`src/rtl/gamma_spike_encoder_pkg.sv`:
```
// tnn_enc_pkg: shared defaults, window-cycle type, run-state enum and the
// value-to-delay mapping used by every spike lane of gamma_spike_encoder.
// Optional macro ENC_INVERT_EN: intensity coding (larger value spikes earlier).
package tnn_enc_pkg;

  localparam int N_CH_DEF    = 8;
  localparam int GAMMA_DEF   = 24;
  localparam int SPIKE_W_DEF = 8;
  localparam int VAL_W_DEF   = 3;

  // Window cycle index; wide enough for windows of up to 32 cycles.
  typedef logic [4:0] cyc_t;

  typedef enum logic [0:0] {
    ST_IDLE = 1'b0,
    ST_RUN  = 1'b1
  } run_state_e;

  // Maps a latched channel value to its spike delay within the window.
  // vmax is the all-ones value for the configured value width.
  function automatic cyc_t enc_delay(input cyc_t value, input cyc_t vmax);
`ifdef ENC_INVERT_EN
    return vmax - value;
`else
    // Masking to the value width keeps the delay inside 0..vmax.
    return value & vmax;
`endif
  endfunction

endpackage

```
`src/rtl/gamma_spike_encoder_if.sv`:
```
// gamma_spike_encoder_if: run control, value-load handshake and the
// gamma clock / spike outputs. The encoder is the slave; whoever supplies
// the sensory values and consumes the spikes is the master.
interface gamma_spike_encoder_if
  import tnn_enc_pkg::*;
#(
  parameter int N_CH  = N_CH_DEF,
  parameter int VAL_W = VAL_W_DEF
);

  logic                    en;
  logic                    in_req;
  logic [N_CH*VAL_W-1:0]   in_val;
  logic [N_CH-1:0]         in_mask;
  logic                    in_ack;
  logic                    gclk;
  logic [N_CH-1:0]         spike;
  cyc_t                    cyc;

  modport master (
    output en, in_req, in_val, in_mask,
    input  in_ack, gclk, spike, cyc
  );

  modport slave (
    input  en, in_req, in_val, in_mask,
    output in_ack, gclk, spike, cyc
  );

endinterface

```
`src/rtl/gamma_spike_encoder_spike_lane.sv`:
```
// spike_lane: one spike channel. Holds the value and fire mask latched at
// window start and produces a registered spike bit. The bit is computed from
// the next cycle index so that it is high exactly while the current index
// lies inside [1+d, d+SPIKE_W].
module spike_lane
  import tnn_enc_pkg::*;
#(
  parameter int VAL_W   = VAL_W_DEF,
  parameter int SPIKE_W = SPIKE_W_DEF
) (
  input  logic             clk_i,
  input  logic             rst_ni,
  input  logic             win_start_i,
  input  logic             load_i,
  input  logic [VAL_W-1:0] val_i,
  input  logic             mask_i,
  input  cyc_t             cyc_d_i,
  output logic             spike_o
);

  logic [VAL_W-1:0] val_q, val_d;
  logic             mask_q, mask_d;
  logic             spike_q, spike_d;
  cyc_t             delay;
  cyc_t             win_lo;
  cyc_t             win_hi;

  // Latch on window start: a missing load silences the lane for the whole window.
  always_comb begin
    val_d  = val_q;
    mask_d = mask_q;
    if (win_start_i) begin
      mask_d = load_i & mask_i;
      if (load_i) begin
        val_d = val_i;
      end
    end
    delay   = enc_delay(cyc_t'(val_d), cyc_t'((1 << VAL_W) - 1));
    win_lo  = delay + cyc_t'(1);
    win_hi  = delay + cyc_t'(SPIKE_W);
    spike_d = mask_d && (cyc_d_i >= win_lo) && (cyc_d_i <= win_hi);
  end

  // Lane state; reset kills an in-flight spike immediately.
  always_ff @(posedge clk_i or negedge rst_ni) begin
    if (!rst_ni) begin
      val_q   <= '0;
      mask_q  <= 1'b0;
      spike_q <= 1'b0;
    end else begin
      val_q   <= val_d;
      mask_q  <= mask_d;
      spike_q <= spike_d;
    end
  end

  assign spike_o = spike_q;

endmodule

```
`src/rtl/gamma_spike_encoder.sv`:
```
// gamma_spike_encoder: transmit side of the synapse input interface.
// Emits a one-cycle gamma pulse every GAMMA cycles while running and turns
// per-channel values into one time-coded spike per channel per window.
// Optional macro ENC_INVERT_EN: intensity coding (see tnn_enc_pkg::enc_delay).
module gamma_spike_encoder
  import tnn_enc_pkg::*;
#(
  parameter int N_CH    = N_CH_DEF,
  parameter int GAMMA   = GAMMA_DEF,
  parameter int SPIKE_W = SPIKE_W_DEF,
  parameter int VAL_W   = VAL_W_DEF
) (
  input  logic                  aclk,
  input  logic                  rst_n,
  gamma_spike_encoder_if.slave  bus
);

  // Every spike must end before the settle tail, and the index must fit cyc_t.
  if ((2**VAL_W + SPIKE_W > GAMMA - SPIKE_W) || (GAMMA > 32) || (GAMMA < 2)) begin : g_bad_cfg
    $error("gamma_spike_encoder: 2**VAL_W + SPIKE_W must be <= GAMMA - SPIKE_W and GAMMA in 2..32");
  end

  localparam cyc_t CYC_LAST = cyc_t'(GAMMA - 1);

  run_state_e       state_q, state_d;
  cyc_t             cyc_q, cyc_d;
  logic             gclk;
  logic             ack;
  logic [N_CH-1:0]  spike_w;

  // Run FSM and window counter: a stop request only takes effect at the wrap.
  always_comb begin
    state_d = state_q;
    cyc_d   = cyc_q;
    case (state_q)
      ST_IDLE: begin
        cyc_d = '0;
        if (bus.en) begin
          state_d = ST_RUN;
        end
      end
      ST_RUN: begin
        if (cyc_q == CYC_LAST) begin
          cyc_d = '0;
          if (!bus.en) begin
            state_d = ST_IDLE;
          end
        end else begin
          cyc_d = cyc_q + cyc_t'(1);
        end
      end
      default: begin
        state_d = ST_IDLE;
        cyc_d   = '0;
      end
    endcase
  end

  // State and counter registers.
  always_ff @(posedge aclk or negedge rst_n) begin
    if (!rst_n) begin
      state_q <= ST_IDLE;
      cyc_q   <= '0;
    end else begin
      state_q <= state_d;
      cyc_q   <= cyc_d;
    end
  end

  assign gclk = (state_q == ST_RUN) && (cyc_q == '0);
  assign ack  = gclk & bus.in_req;

  for (genvar c = 0; c < N_CH; c++) begin : g_lane
    spike_lane #(
      .VAL_W   (VAL_W),
      .SPIKE_W (SPIKE_W)
    ) u_lane (
      .clk_i       (aclk),
      .rst_ni      (rst_n),
      .win_start_i (gclk),
      .load_i      (ack),
      .val_i       (bus.in_val[c*VAL_W +: VAL_W]),
      .mask_i      (bus.in_mask[c]),
      .cyc_d_i     (cyc_d),
      .spike_o     (spike_w[c])
    );
  end

  assign bus.gclk   = gclk;
  assign bus.in_ack = ack;
  assign bus.cyc    = cyc_q;
  assign bus.spike  = spike_w;

endmodule
```
`src/flat_wrapper.sv`:
```
// flat-port wrapper written by rule: the top's interface ports become plain ports
module gamma_spike_encoder_flat import tnn_enc_pkg::*;
#(
  parameter int N_CH    = N_CH_DEF,
  parameter int GAMMA   = GAMMA_DEF,
  parameter int SPIKE_W = SPIKE_W_DEF,
  parameter int VAL_W   = VAL_W_DEF
)
  (aclk, rst_n, bus_en, bus_in_req, bus_in_val, bus_in_mask, bus_in_ack, bus_gclk, bus_spike, bus_cyc);
  gamma_spike_encoder_if #(.N_CH(N_CH), .VAL_W(VAL_W)) bus_i ();
  input  logic aclk;
  input  logic rst_n;
  input wire logic [$bits(bus_i.en)-1:0] bus_en;
  input wire logic [$bits(bus_i.in_req)-1:0] bus_in_req;
  input wire logic [$bits(bus_i.in_val)-1:0] bus_in_val;
  input wire logic [$bits(bus_i.in_mask)-1:0] bus_in_mask;
  output wire logic [$bits(bus_i.in_ack)-1:0] bus_in_ack;
  output wire logic [$bits(bus_i.gclk)-1:0] bus_gclk;
  output wire logic [$bits(bus_i.spike)-1:0] bus_spike;
  output wire logic [$bits(bus_i.cyc)-1:0] bus_cyc;
  assign bus_i.en = bus_en;
  assign bus_i.in_req = bus_in_req;
  assign bus_i.in_val = bus_in_val;
  assign bus_i.in_mask = bus_in_mask;
  assign bus_in_ack = bus_i.in_ack;
  assign bus_gclk = bus_i.gclk;
  assign bus_spike = bus_i.spike;
  assign bus_cyc = bus_i.cyc;
  gamma_spike_encoder #(.N_CH(N_CH), .GAMMA(GAMMA), .SPIKE_W(SPIKE_W), .VAL_W(VAL_W)) u_core (.aclk(aclk), .rst_n(rst_n), .bus(bus_i));
endmodule
```
`config.mk`:
```
export PLATFORM = sky130hd
export DESIGN_NAME = gamma_spike_encoder_flat
export DESIGN_NICKNAME = d
export VERILOG_FILES = /design/src/rtl/gamma_spike_encoder_pkg.sv /design/src/rtl/gamma_spike_encoder_if.sv /design/src/rtl/gamma_spike_encoder_spike_lane.sv /design/src/rtl/gamma_spike_encoder.sv /design/src/flat_wrapper.sv
export SDC_FILE = /design/constraint.sdc
export NUM_CORES = 1
export LEC_CHECK = 0
export ABC_AREA = 1
export BUFFER_PORTS_ARGS = -buffer_cell sky130_fd_sc_hd__buf_2
export CAP_MARGIN = 0
export CORE_AREA = 2 2 86 129
export CTS_CLUSTER_DIAMETER = 200
export DETAILED_ROUTE_END_ITERATION = 16
export DIE_AREA = 0 0 88 131
export PLACE_DENSITY = 0.63
export SETUP_SLACK_MARGIN = 0.5
export SLEW_MARGIN = 20
export SYNTH_ARGS = -nofsm -noshare
export SYNTH_HDL_FRONTEND = slang
export SYNTH_SLANG_ARGS = --single-unit
export TNS_END_PERCENT = 30
```
`constraint.sdc`:
```
create_clock -name aclk -period 3.45 [get_ports aclk]
set_clock_uncertainty 0.2 [all_clocks]
set_input_delay 0.345 -clock aclk [delete_from_list [all_inputs] [get_ports aclk]]
set_output_delay 0.345 -clock aclk [all_outputs]
set_load 0.05 [all_outputs]
```
==> run_results.csv <==
group,metric,value,unit
yosys,synth_top_area_share,32.2,%
cts,cts.clk_slew.worst_paths,70,ps
timing,tightestPinTransition,669,ps
die,fp.coreArea,0.0104,mm²
die,die-area,0.0115,mm²
timing,drv_slew,0,
yosys,avgSynthCellArea,7.97,µm²
timing,slew-limit-headroom,55.3,%
final_layout,nNetsFinal,598,
die,initial_core_util,34.4,%
timing,tns,0,ps
critical_path,critPathMaxFanout,6,
cts,cts.sinks,46,
yosys,yosys-top-cells-area,"dfrtp_1, ha_1, nand2_1, inv_1, o21a_1",
critical_path,worstSetupStartpointType,"flip-flop",
hold_path,worstHoldPathType,"in -> reg",
yosys,yosysWarnings,0,
cts,cts_tree,"done",
cts,numCtsBuffers,5,
timing,rsz0062_at_grt,"false",
final_layout,n_antenna_cell,0,
global_route,grt_pass1_wl,14800,µm
die,die_y,131,µm
drt,vias,3257,
cts,clock_latency,300,ps
final_layout,drive_gt1_share,24.6,%
timing,fmax,347,MHz
yosys,synth_cell_type_count,33,
final_layout,layout_commonest_cell,"nand2_1",
yosys,synth_nets,535,
placement,port_buffers,50,
cts,ctsLongestPathBuffers,2,
final_layout,stdcell_area,0.00432,mm²
job,maxCapViolCount,0,
yosys,synth_top_area_cell,"dfrtp_1",
global_route,grt_pass1_vias,3210,
drt,first_pass_iters,4,
final_layout,syn2layout_area_growth,20.8,%
critical_path,rr_worst_depth,14,
die,fp-row-count,46,
run_status,status,"finished clean",
drt,drc,0,
critical_path,arrival,2860,ps
drt,viasPerCell,4.96,
placement,post-dp-hpwl,6630,µm
drt,drtIter0Drc,141,
critical_path,worstPathRequired,3430,ps
final_layout,layout_common_cells,"nand2_1, inv_1, buf_2",
drt,postRouteAntennaNets,0,
die,ios,51,
timing,fin_crit_sh,83.6,%
yosys,netlist_area,0.00358,mm²
critical_path,worst_setup_path_end_kind,"flip-flop",
timing,setup_viol,0,
timing,hold_viol,0,
drt,wire_per_inst,14.5,µm
die,die_w,88,µm
yosys,ys_ff_latch,46,
drt,wirelength,9560,µm
yosys,ys_async_sr_fraction,100,%
final_layout,fillCellCount,1049,
cts,cts_root_buffer,"clkbuf_16",
global_route,grt_usage,16.5,%
yosys,yosysSeqAreaShare,32.2,%
global_route,grt_overflow_total,0,
global_route,antenna_found_initial,0,
critical_path,path_class,"reg -> reg",
placement,place_congestion,0.881,
yosys,synthFlopType,"dfrtp_1",
yosys,syn_inst,449,
global_route,grt_max_degree,27,
hold_path,whs_path_depth,2,
yosys,synth_edf_count,0,
placement,place_area,0.00397,mm²
timing,fin_crit,2880,ps
cts,h-tree-depth,2,
-- repair_timing --
item                                    4_1_cts  5_1_grt
hold buffers                                  1        0
hold endpoints to repair                     25        0
buffers inserted                              0        8
pin swaps                                     0        3
gates resized for setup                       4       32
gates cloned                                  0        2
endpoints found under the setup margin        5        8
-- routing by layer --
layer / part of all wire, % / global-route usage, % / routed length [µm] / vias to the layer above
met5: 0 / 0 / 0 / -
met4: 2.4 / 6.33 / 232 / 0
met3: 4.5 / 2.89 / 431 / 18
met2: 52 / 29.6 / 4940 / 87
met1: 41 / 19.2 / 3950 / 1548
li1: - / - / - / 1604
-- worst max-delay path, stage by stage, from the launching register on --
cell and delay, ps:
dfrtp_2 460, inv_2 80, ha_4 140, nand4_4 190
clkbuf_16 240, or2_1 210, o21a_2 160, nand2_1 90
nand2_1 60, ha_1 280, a21boi_0 120, o21a_1 170
o21a_1 160, o21ai_1 120, a21oi_1 70
-- cell type report --
| cell class | count | area (µm²) | area share [%] |
|---|---|---|---|
| Tap cell | 144 | 180 | 4.17 |
| Sequential cell | 46 | 1160 | 26.8 |
| Clock inverter | 2 | 12.5 | 0.289 |
| Inverter | 70 | 274 | 6.34 |
| Multi-Input combinational cell | 319 | 2110 | 48.8 |
| Timing Repair Buffer | 70 | 450 | 10.4 |
| Clock buffer | 6 | 139 | 3.21 |
-- sequential cells by signal, summed over array words and instances, names as in the netlist --
signal and cells:
u_core.state_q 1, u_core.g_lane.u_lane.mask_q 8, u_core.bus.cyc 5, u_core.g_lane.u_lane.val_q 24
u_core.g_lane.u_lane.spike_o 8
-- cell usage after synthesis (2+ instances only) --
cell	n
inv_1	63
nand2_1	101
dfrtp_1	46
a22o_1	8
ha_1	50
or2_0	8
a21boi_0	6
nor3_1	2
nand4_1	22
o21ai_0	14
or2_2	7
inv_2	7
nand3_1	15
nand3_2	4
buf_4	10
o21ai_2	4
buf_6	2
or2_1	8
nor2_1	21
nand2_2	4
a21oi_1	16
o21a_1	20
-- worst paths after layout --
path,start,end,slack (ps)
setup / recovery,u_core.bus.cyc[0],u_core.g_lane[1].u_lane.spike_o,570
hold / removal,bus_en,u_core.state_q,40
setup reg to reg,u_core.bus.cyc[0],u_core.g_lane[1].u_lane.spike_o,570
hold reg to reg,u_core.g_lane[7].u_lane.mask_q,u_core.g_lane[7].u_lane.mask_q,310
max in group asynchronous,rst_n,u_core.bus.cyc[3],1870
min in group asynchronous,rst_n,u_core.g_lane[5].u_lane.val_q[0],400
-- stage by stage --
stage               hold slack, ps  setup slack (ps)  std cells  util (%)
floorplan                     -151               517        449         -
global placement               190               457        638      38.1
detailed placement             206               337        638      38.1
CTS                           42.9               505        647      39.8
global route                  44.4               441        657      41.5
finish                        42.8               567        657      41.5
-- cells by family after synthesis --
kind of cell	share of synthesized area, %
AO/OA/AOI/OAI	12.9
adder cells (fa/ha/maj)	17.5
buffers and inverters	10.3
flip-flops	32.2
AND/OR/NAND/NOR	27.1
Power is not shown: default switching activity piles up to over one toggle a cycle in this logic, so the estimate is an artifact.
